## config.mk

```make
export PLATFORM = sky130hd
export DESIGN_NAME = tdm_demux1x8
export DESIGN_NICKNAME = d
export VERILOG_FILES = /design/src/rtl/tdm_pkg.sv /design/src/rtl/demux1x8_en.sv /design/src/rtl/tdm_demux1x8.sv
export SDC_FILE = /design/constraint.sdc
export NUM_CORES = 1
export LEC_CHECK = 0
export ABC_AREA = 0
export CAP_MARGIN = 10
export CORE_ASPECT_RATIO = 1.25
export CORE_MARGIN = 2
export CORE_UTILIZATION = 30
export DETAILED_ROUTE_END_ITERATION = 8
export SYNTH_ARGS = -nofsm -noshare
export SYNTH_HDL_FRONTEND = slang
export SYNTH_HIERARCHICAL = 1
export SYNTH_SLANG_ARGS = --single-unit
```

## constraint.sdc

```tcl
create_clock -name clk -period 2.1 [get_ports clk]
set_input_delay 0.315 -clock clk [delete_from_list [all_inputs] [get_ports clk]]
set_output_delay 0.315 -clock clk [all_outputs]
set_load 0.005 [all_outputs]
```

## src/rtl/tdm_pkg.sv

```systemverilog
// Shared definitions for the TDM receive path.
//   N_CH    : channels per frame (fixed at 8 in this revision)
//   SEL_W   : channel index width, clog2(N_CH)
//   state_t : framing state of the receiver, HUNT or LOCKED
package tdm_pkg;

   localparam int N_CH  = 8;
   localparam int SEL_W = 3;

   typedef enum logic {
      HUNT   = 1'b0,
      LOCKED = 1'b1
   } state_t;

endpackage

```

## src/rtl/demux1x8_en.sv

```systemverilog
// Combinational 1-to-8 write-enable decoder built from 1-to-2 cells.
//   demux1x2 ports:
//     din   in   1      value to steer
//     sel   in   1      0 -> out0, 1 -> out1
//     out0  out  1
//     out1  out  1
//   demux1x8_en ports:
//     sel   in   SEL_W  channel index
//     en    in   1      global enable
//     we    out  N_CH   one-hot enable for channel sel, all zero when en=0
module demux1x2 (
   input  logic din,
   input  logic sel,
   output logic out0,
   output logic out1
);

   assign out0 = din & ~sel;
   assign out1 = din &  sel;

endmodule

module demux1x8_en
   import tdm_pkg::*;
(
   input  logic [SEL_W-1:0] sel,
   input  logic             en,
   output logic [N_CH-1:0]  we
);

   logic [1:0] lvl1;
   logic [3:0] lvl2;

   // The MSB splits first, so each level's output index equals the
   // select bits consumed so far; the leaves line up with we[sel].
   demux1x2 u_root (
      .din  (en),
      .sel  (sel[2]),
      .out0 (lvl1[0]),
      .out1 (lvl1[1])
   );

   for (genvar i = 0; i < 2; i++) begin : g_lvl2
      demux1x2 u_mid (
         .din  (lvl1[i]),
         .sel  (sel[1]),
         .out0 (lvl2[2*i]),
         .out1 (lvl2[2*i+1])
      );
   end

   for (genvar j = 0; j < 4; j++) begin : g_lvl3
      demux1x2 u_leaf (
         .din  (lvl2[j]),
         .sel  (sel[0]),
         .out0 (we[2*j]),
         .out1 (we[2*j+1])
      );
   end

endmodule

```

## src/rtl/tdm_demux1x8.sv

```systemverilog
// Time-division demultiplexer, receive side of the 8:1 channel-select path.
// Collects one sample per valid cycle into channel slots, aligned by in_sync
// on channel 0, and publishes each complete frame in parallel.
//   clk          in   1         rising-edge clock
//   rst_n        in   1         asynchronous active-low reset
//   in_data      in   W         serial sample for the current slot
//   in_valid     in   1         sample valid; low stalls without advancing
//   in_sync      in   1         marks in_data as channel 0 (only when valid)
//   y_frame      out  N_CH*W    last complete frame, channel k at [k*W +: W]
//   frame_valid  out  1         one-cycle pulse when y_frame updates
//   ch_sel       out  SEL_W     slot the next accepted sample writes to
//   locked       out  1         receiver is frame-aligned
//   sync_err     out  1         one-cycle pulse on a framing error
module tdm_demux1x8
   import tdm_pkg::*;
#(
   parameter int W = 1
) (
   input  logic                clk,
   input  logic                rst_n,
   input  logic [W-1:0]        in_data,
   input  logic                in_valid,
   input  logic                in_sync,
   output logic [N_CH*W-1:0]   y_frame,
   output logic                frame_valid,
   output logic [SEL_W-1:0]    ch_sel,
   output logic                locked,
   output logic                sync_err
);

   localparam logic [SEL_W-1:0] LAST_CH = SEL_W'(N_CH - 1);

   state_t             state;
   logic [W-1:0]       shadow [N_CH-1];
   logic [SEL_W-1:0]   wr_sel;
   logic               wr_en;
   logic [N_CH-1:0]    we;
   logic [N_CH*W-1:0]  frame_next;

   // A sync sample always lands in slot 0, whatever the counter says. Other
   // samples are written only while aligned past slot 0; a non-sync sample at
   // slot 0 (or while hunting) is a dropped sample, not a write.
   assign wr_sel = in_sync ? '0 : ch_sel;
   assign wr_en  = in_valid & (in_sync | ((state == LOCKED) && (ch_sel != '0)));

   demux1x8_en u_dec (
      .sel (wr_sel),
      .en  (wr_en),
      .we  (we)
   );

   // The channel-7 sample goes straight into the published frame, so only
   // slots 0..6 need shadow storage.
   always_comb begin
      frame_next = '0;
      for (int k = 0; k < N_CH - 1; k++) begin
         frame_next[k*W +: W] = shadow[k];
      end
      frame_next[(N_CH-1)*W +: W] = in_data;
   end

   // Shadow slots; never cleared after a discarded frame because every slot
   // is rewritten before the next publish can happen.
   always_ff @(posedge clk or negedge rst_n) begin
      if (!rst_n) begin
         for (int k = 0; k < N_CH - 1; k++) begin
            shadow[k] <= '0;
         end
      end else begin
         for (int k = 0; k < N_CH - 1; k++) begin
            if (we[k]) begin
               shadow[k] <= in_data;
            end
         end
      end
   end

   // Framing FSM with slot counter, publish register and pulse outputs.
   // we[N_CH-1] is asserted exactly for an aligned, non-sync channel-7 sample,
   // which is the publish condition.
   always_ff @(posedge clk or negedge rst_n) begin
      if (!rst_n) begin
         state       <= HUNT;
         ch_sel      <= '0;
         y_frame     <= '0;
         frame_valid <= 1'b0;
         locked      <= 1'b0;
         sync_err    <= 1'b0;
      end else begin
         frame_valid <= 1'b0;
         sync_err    <= 1'b0;
         if (in_valid) begin
            case (state)
               HUNT: begin
                  if (in_sync) begin
                     ch_sel <= SEL_W'(1);
                     state  <= LOCKED;
                     locked <= 1'b1;
                  end
               end
               LOCKED: begin
                  if (in_sync) begin
                     if (ch_sel != '0) begin
                        sync_err <= 1'b1;
                     end
                     ch_sel <= SEL_W'(1);
                  end else if (ch_sel == '0) begin
                     sync_err <= 1'b1;
                     state    <= HUNT;
                     locked   <= 1'b0;
                  end else if (we[N_CH-1]) begin
                     y_frame     <= frame_next;
                     frame_valid <= 1'b1;
                     ch_sel      <= '0;
                  end else begin
                     ch_sel <= ch_sel + SEL_W'(1);
                  end
               end
               default: begin
                  state  <= HUNT;
                  ch_sel <= '0;
                  locked <= 1'b0;
               end
            endcase
         end
      end
   end

   // LAST_CH documents the counter's upper bound; the decoder output already
   // encodes the comparison.
   logic unused_ok;
   assign unused_ok = &{1'b0, LAST_CH};

endmodule
```

==> Yosys cells after proc, flatten, opt, wreduce, memory -nomap -nowiden <==
Index checks and enable logic that the tools add are counted.
{ "op_classes": {"n_addsub": 1, "multipliers": 0, "n_div": 0, "order_cmp": 0, "eq_ne": 4, "n_shift": 0, "n_mux": 24, "bitwise_logic": 22, "n_reduce_logical": 6} }
{ "op_table": {"columns": ["op", "count"], "rows": [
  ["2-to-1 mux 1 bit", 16],
  ["AND 1 bit", 15],
  ["2-to-1 mux 3 bit", 5],
  ["inverter 1 bit", 6],
  ["case mux 3 bit (2 select lines)", 1],
  ["AND reduction 5 bit", 1],
  ["inequality test 2 bit, second input constant", 2],
  ["case mux 1 bit (2 select lines)", 2],
  ["AND reduction 4 bit", 1],
  ["adder 3 x 1 -> 3 bit, second input constant", 1],
  ["logical NOT 3 bit", 1],
  ["inequality test 3 bit, second input constant", 1],
  ["AND reduction 3 bit", 1],
  ["nonzero test 3 bit", 1],
  ["inequality test 2 x 1 -> 1 bit, second input constant", 1],
  ["logical AND 1 bit", 1],
  ["OR 1 bit", 1]
]} }
{ "word_totals": {"register_bits": 22, "latchBits": 0, "ram_bits": 0, "romBits": 0, "input_bits": 5, "out_inout_bits": 14, "wordCells": 70, "n_memories": 0} }

==> Logic depth before layout (Yosys ltp) <==
{ "logic_depth": {"word_depth": 12, "ltp_mapped": 11, "ltp_nobuf": 11} }

==> Modules after synthesis <==
Netlist, hierarchy kept.
{ "by_module_without_submodules": {"columns": ["mod", "instances", "cells_per_inst", "area_per_inst_um2", "seq_area_each_um2"], "rows": [
  ["tdm_demux1x8", 1, 74, 1001.0, 550.5],
  ["demux1x2", 7, 2, 16.3, 0.0]
]} }

==> Worst setup path after synthesis <==
No wires, ideal clock.
{ "synth_path": {"kind": "reg-to-reg", "start": "register ch_sel[0]", "end": "register y_frame[0]", "setup_time_ns": 0.125, "t_arrival_ns": 1.904, "required_time_ns": 1.975, "slack_ns": 0.071, "stages_incl_launch_ff": 11, "n_path_buf": 0, "synth_period_minus_slack_ns": 2.029, "path_cell_list": "dfrtp_1 inv_1 ha_1 nand2b_4 inv_4 o21ai_4 and2_2 and2_2 and2_2 nand4_4 mux2_2"} }
{ "synth_via": {"elab_chain_len": 8, "elab_cells_between_ends": 11, "cone_classes": "1 x mux; 6 x bitwise; 4 x reduce/logical"} }
{ "synth_lines": {"columns": ["element", "line_no", "rtl"], "rows": [
  ["from (decl)", "tdm_demux1x8.sv:26", "output logic [SEL_W-1:0] ch_sel,"],
  ["from (signal assigned)", "tdm_demux1x8.sv:116", "ch_sel <= ch_sel + SEL_W'(1);"],
  ["nonzero test 3 bit", "tdm_demux1x8.sv:44", "assign wr_en = in_valid & (in_sync | ((state == LOCKED) && (ch_sel != '0)));"],
  ["logical AND 1 bit", "tdm_demux1x8.sv:44", null],
  ["OR 1 bit", "tdm_demux1x8.sv:44", null],
  ["AND 1 bit", "tdm_demux1x8.sv:44", null],
  ["via wr_en", "tdm_demux1x8.sv:36", "logic wr_en;"],
  ["AND 1 bit", "demux1x8_en.sv:19", "assign out1 = din & sel;"],
  ["via u_dec.lvl1[1]", "demux1x8_en.sv:31", "logic [1:0] lvl1;"],
  ["AND 1 bit", "demux1x8_en.sv:19", null],
  ["via u_dec.lvl2[3]", "demux1x8_en.sv:32", "logic [3:0] lvl2;"],
  ["AND 1 bit", "demux1x8_en.sv:19", null],
  ["via we[7]", "tdm_demux1x8.sv:37", "logic [N_CH-1:0] we;"],
  ["AND reduction 5 bit (no line)", null, null],
  ["to (signal assigned)", "tdm_demux1x8.sv:112", "y_frame <= frame_next;"],
  ["to (decl)", "tdm_demux1x8.sv:24", "output logic [N_CH*W-1:0] y_frame,"]
]} }
The timed path passes the listed nets, and every way through them passes these cells.
A chain may end at the register's enable or synchronous reset.

==> Final worst setup path <==
{ "layout_path": {"start": "register ch_sel[1]", "end": "register y_frame[5]"} }
Same word-level chain as after synthesis.

==> flow_summary.json <==
{
  "multi_input_area_sq_um": 548,
  "routed_wl_microns": 2110,
  "slew_headroom_pct": 79.7,
  "clock_path_buffers": 2,
  "reg2reg_depth": 10,
  "htree_levels": 1,
  "r2r_start": "ch_sel[1]",
  "grt_pass1_vias": 841,
  "required_ns": 2.25,
  "syn_avg_cell_area_sq_um": 12.7,
  "clock-sinks": 22,
  "path_buf_inv": 2,
  "fin_tns_setup_ns": 0,
  "finalCritPeriodShare_pct": 95.5,
  "fmax_mhz": 498,
  "max_stage_delay_ns": 0.38,
  "dpl.hpwl_microns": 1680,
  "cp-start-kind": "register",
  "place.gp.congestion": 0.786,
  "final_antenna_net_count": 0,
  "ir_drop_mv": 0.531,
  "rows": 24,
  "holdBufCountCts": 0,
  "ys_warn_count": 6,
  "fillers": 337,
  "synth_fp_nets": 97,
  "finalHoldViolCount": 0,
  "total_leakage_power_nw": 0.720,
  "fin_nets": 132,
  "rsz0062_at_grt": "no",
  "cts_root_buffer": "clkbuf_8",
  "drtPass1Iterations": 3,
  "dr.first_iter.drc_count": 7,
  "crit_arrival_ns": 2.16,
  "finalMaxSlewViolations": 0,
  "cap_viol_max_count": 0,
  "r2r_slack_ns": 0.09,
  "cpLargestDelayFamily": "simple AND/OR/NAND/NOR gates",
  "finClkSkew_ns": 0.00386,
  "syn_inst": 88,
  "power_density_nw_per_um2": 1050,
  "initial_core_util_pct": 31.7,
  "viasPerCell": 4.60,
  "synth_top_area_share_pct": 49.4,
  "synth_seq_cells": 22,
  "endpoint_kind": "register",
  "clock_latency_ns": 0.26,
  "ys_types": 28,
  "crit_top_cell": "and2_2",
  "io_pins": 19,
  "crit_slowest_cell": "dfrtp_1",
  "finalSetupViolCount": 0,
  "antenna_found_initial": 0,
  "period_minus_slack_ns": 2.01,
  "worstSetupPathType": "reg -> reg",
  "status": "finished clean",
  "worstPathMaxFanout": 8,
  "synth.area.top_cells": "dfrtp_1 49%, mux2_2 15%, and2b_2 5.5%, and2_2 4.7%, ha_1 4.5%",
  "path_clk_slew_ns": 0.08,
  "layout_common_cells": "22 x dfrtp_1, 18 x clkdlybuf4s50_1, 15 x mux2_2, 15 x buf_4",
  "antenna_cells": 0,
  "synth_top_area_cell": "dfrtp_1",
  "grt_pass1_wl_microns": 3730,
  "wire_per_inst_microns": 13.1,
  "path_cells": "inv_1 -> ha_4 -> nand2b_4 -> inv_4 -> o21ai_4 -> and2_2 -> and2_2 -> and2_2 -> nand4_4 -> mux2_2",
  "area_growth_pct": 37.1,
  "seq_area_frac_synth_pct": 49.4,
  "worstReg2RegEnd": "y_frame[5]",
  "overflow": 0,
  "drive_gt1_share_pct": 45.9,
  "via_count": 741,
  "drc_errors": 0,
  "min_path_type": "in -> async",
  "syn-cell-area_sq_um": 1110,
  "tritoncts": "yes",
  "tightest_slew_ns": 0.301,
  "grt_use_total_pct": 11.7,
  "core_sq_um": 3510,
  "hold_ws_ns": 0.396,
  "grt_max_degree": 23,
  "die-area_sq_um": 4220,
  "ff_latch_area_sq_um": 551,
  "power_mw": 1.61,
  "cts_buffers": 3,
  "final_common_cell": "dfrtp_1",
  "port_buffers": 18,
  "die_y_microns": 72.2,
  "die_width_microns": 58.5
}
## area by class of cell
| class | instances | share of cell area, % |
|---|---|---|
| multi-input combinational | 59 | 35.8 |
| timing repair buffer | 33 | 19.1 |
| clock inverter | 1 | 1.96 |
| inverter | 4 | 1.15 |
| tap | 39 | 3.19 |
| clock buffer | 3 | 2.70 |
| sequential | 22 | 36.0 |
## power breakdown
part	internal [mW]	total (mW)	leakage [nW]	switching, mW
Clock	0.254	0.388	0.0357	0.134
Sequential	0.533	0.592	0.287	0.0596
Combinational	0.380	0.632	0.397	0.252
## synth_stat cells, drive strengths merged
cell	instances
and3	1
nand3	2
nor3b	1
dfrtp	22
nand2b	2
a31oi	1
a21oi	3
nand2	3
and2b	7
nand4	2
mux2i	1
inv	4
o211ai	1
nand3b	1
nor2b	1
mux2	16
buf	3
ha	4
and2	7
o21ai	2
nor4b	1
nor2	3
## worst max-delay path by stage
stage	cells past startpoint	to	slack (ns)	start
floorplan	10	y_frame[0]	0.07	ch_sel[0]
global placement	8	y_frame[3]	-0.08	in_sync
detailed placement	8	y_frame[5]	-0.15	in_valid
CTS	10	y_frame[5]	0.003	ch_sel[0]
global route	10	y_frame[3]	0.005	ch_sel[1]
finish	10	y_frame[5]	0.09	ch_sel[1]
## per-layer routing
| metal | GRT usage [%] | up-vias | wire [microns] |
|---|---|---|---|
| met2 | 21.1 | 11 | 1160 |
| met1 | 12.8 | 363 | 851 |
| met4 | 5.43 | 0 | 25 |
| met3 | 2.50 | 2 | 82 |
| met5 | 0 | - | 0 |
| li1 | - | 365 | - |
## per-stage QoR
stage	setup WS (ns)	util, %	instances	area (sq um)
2_1_floorplan	0.0713	-	88	1110
3_3_place_gp	-0.0831	41.0	157	1440
3_5_place_dp	-0.150	41.0	157	1440
4_1_cts	0.00254	43.1	161	1510
5_1_grt	0.00460	43.5	161	1530
6_report	0.0938	43.5	161	1530
## cells by family (layout without fill, tap and decap cells)
kind of cell               after synthesis  in the layout  synth area share (%)
AOI/OAI and AO/OA                        7              7                  4.49
buffers and inverters                    7             41                  3.14
and+or+nand+nor                         31             31                  21.1
muxes                                   17             17                  17.4
DFF                                     22             22                  49.4
adders and majority gates                4              4                  4.49
## registers in the layout (all words and copies together) (netlist names)
name	flops
frame_next	7
frame_valid	1
locked	1
sync_err	1
ch_sel	3
y_frame	8
state	1
## timing repair
item / CTS / global route
endpoints found under the setup margin: 8 / 10
resized for setup: 1 / 3
buffers inserted: 0 / 0
pin swaps: 0 / 2
(Power assumes the default switching activity.)
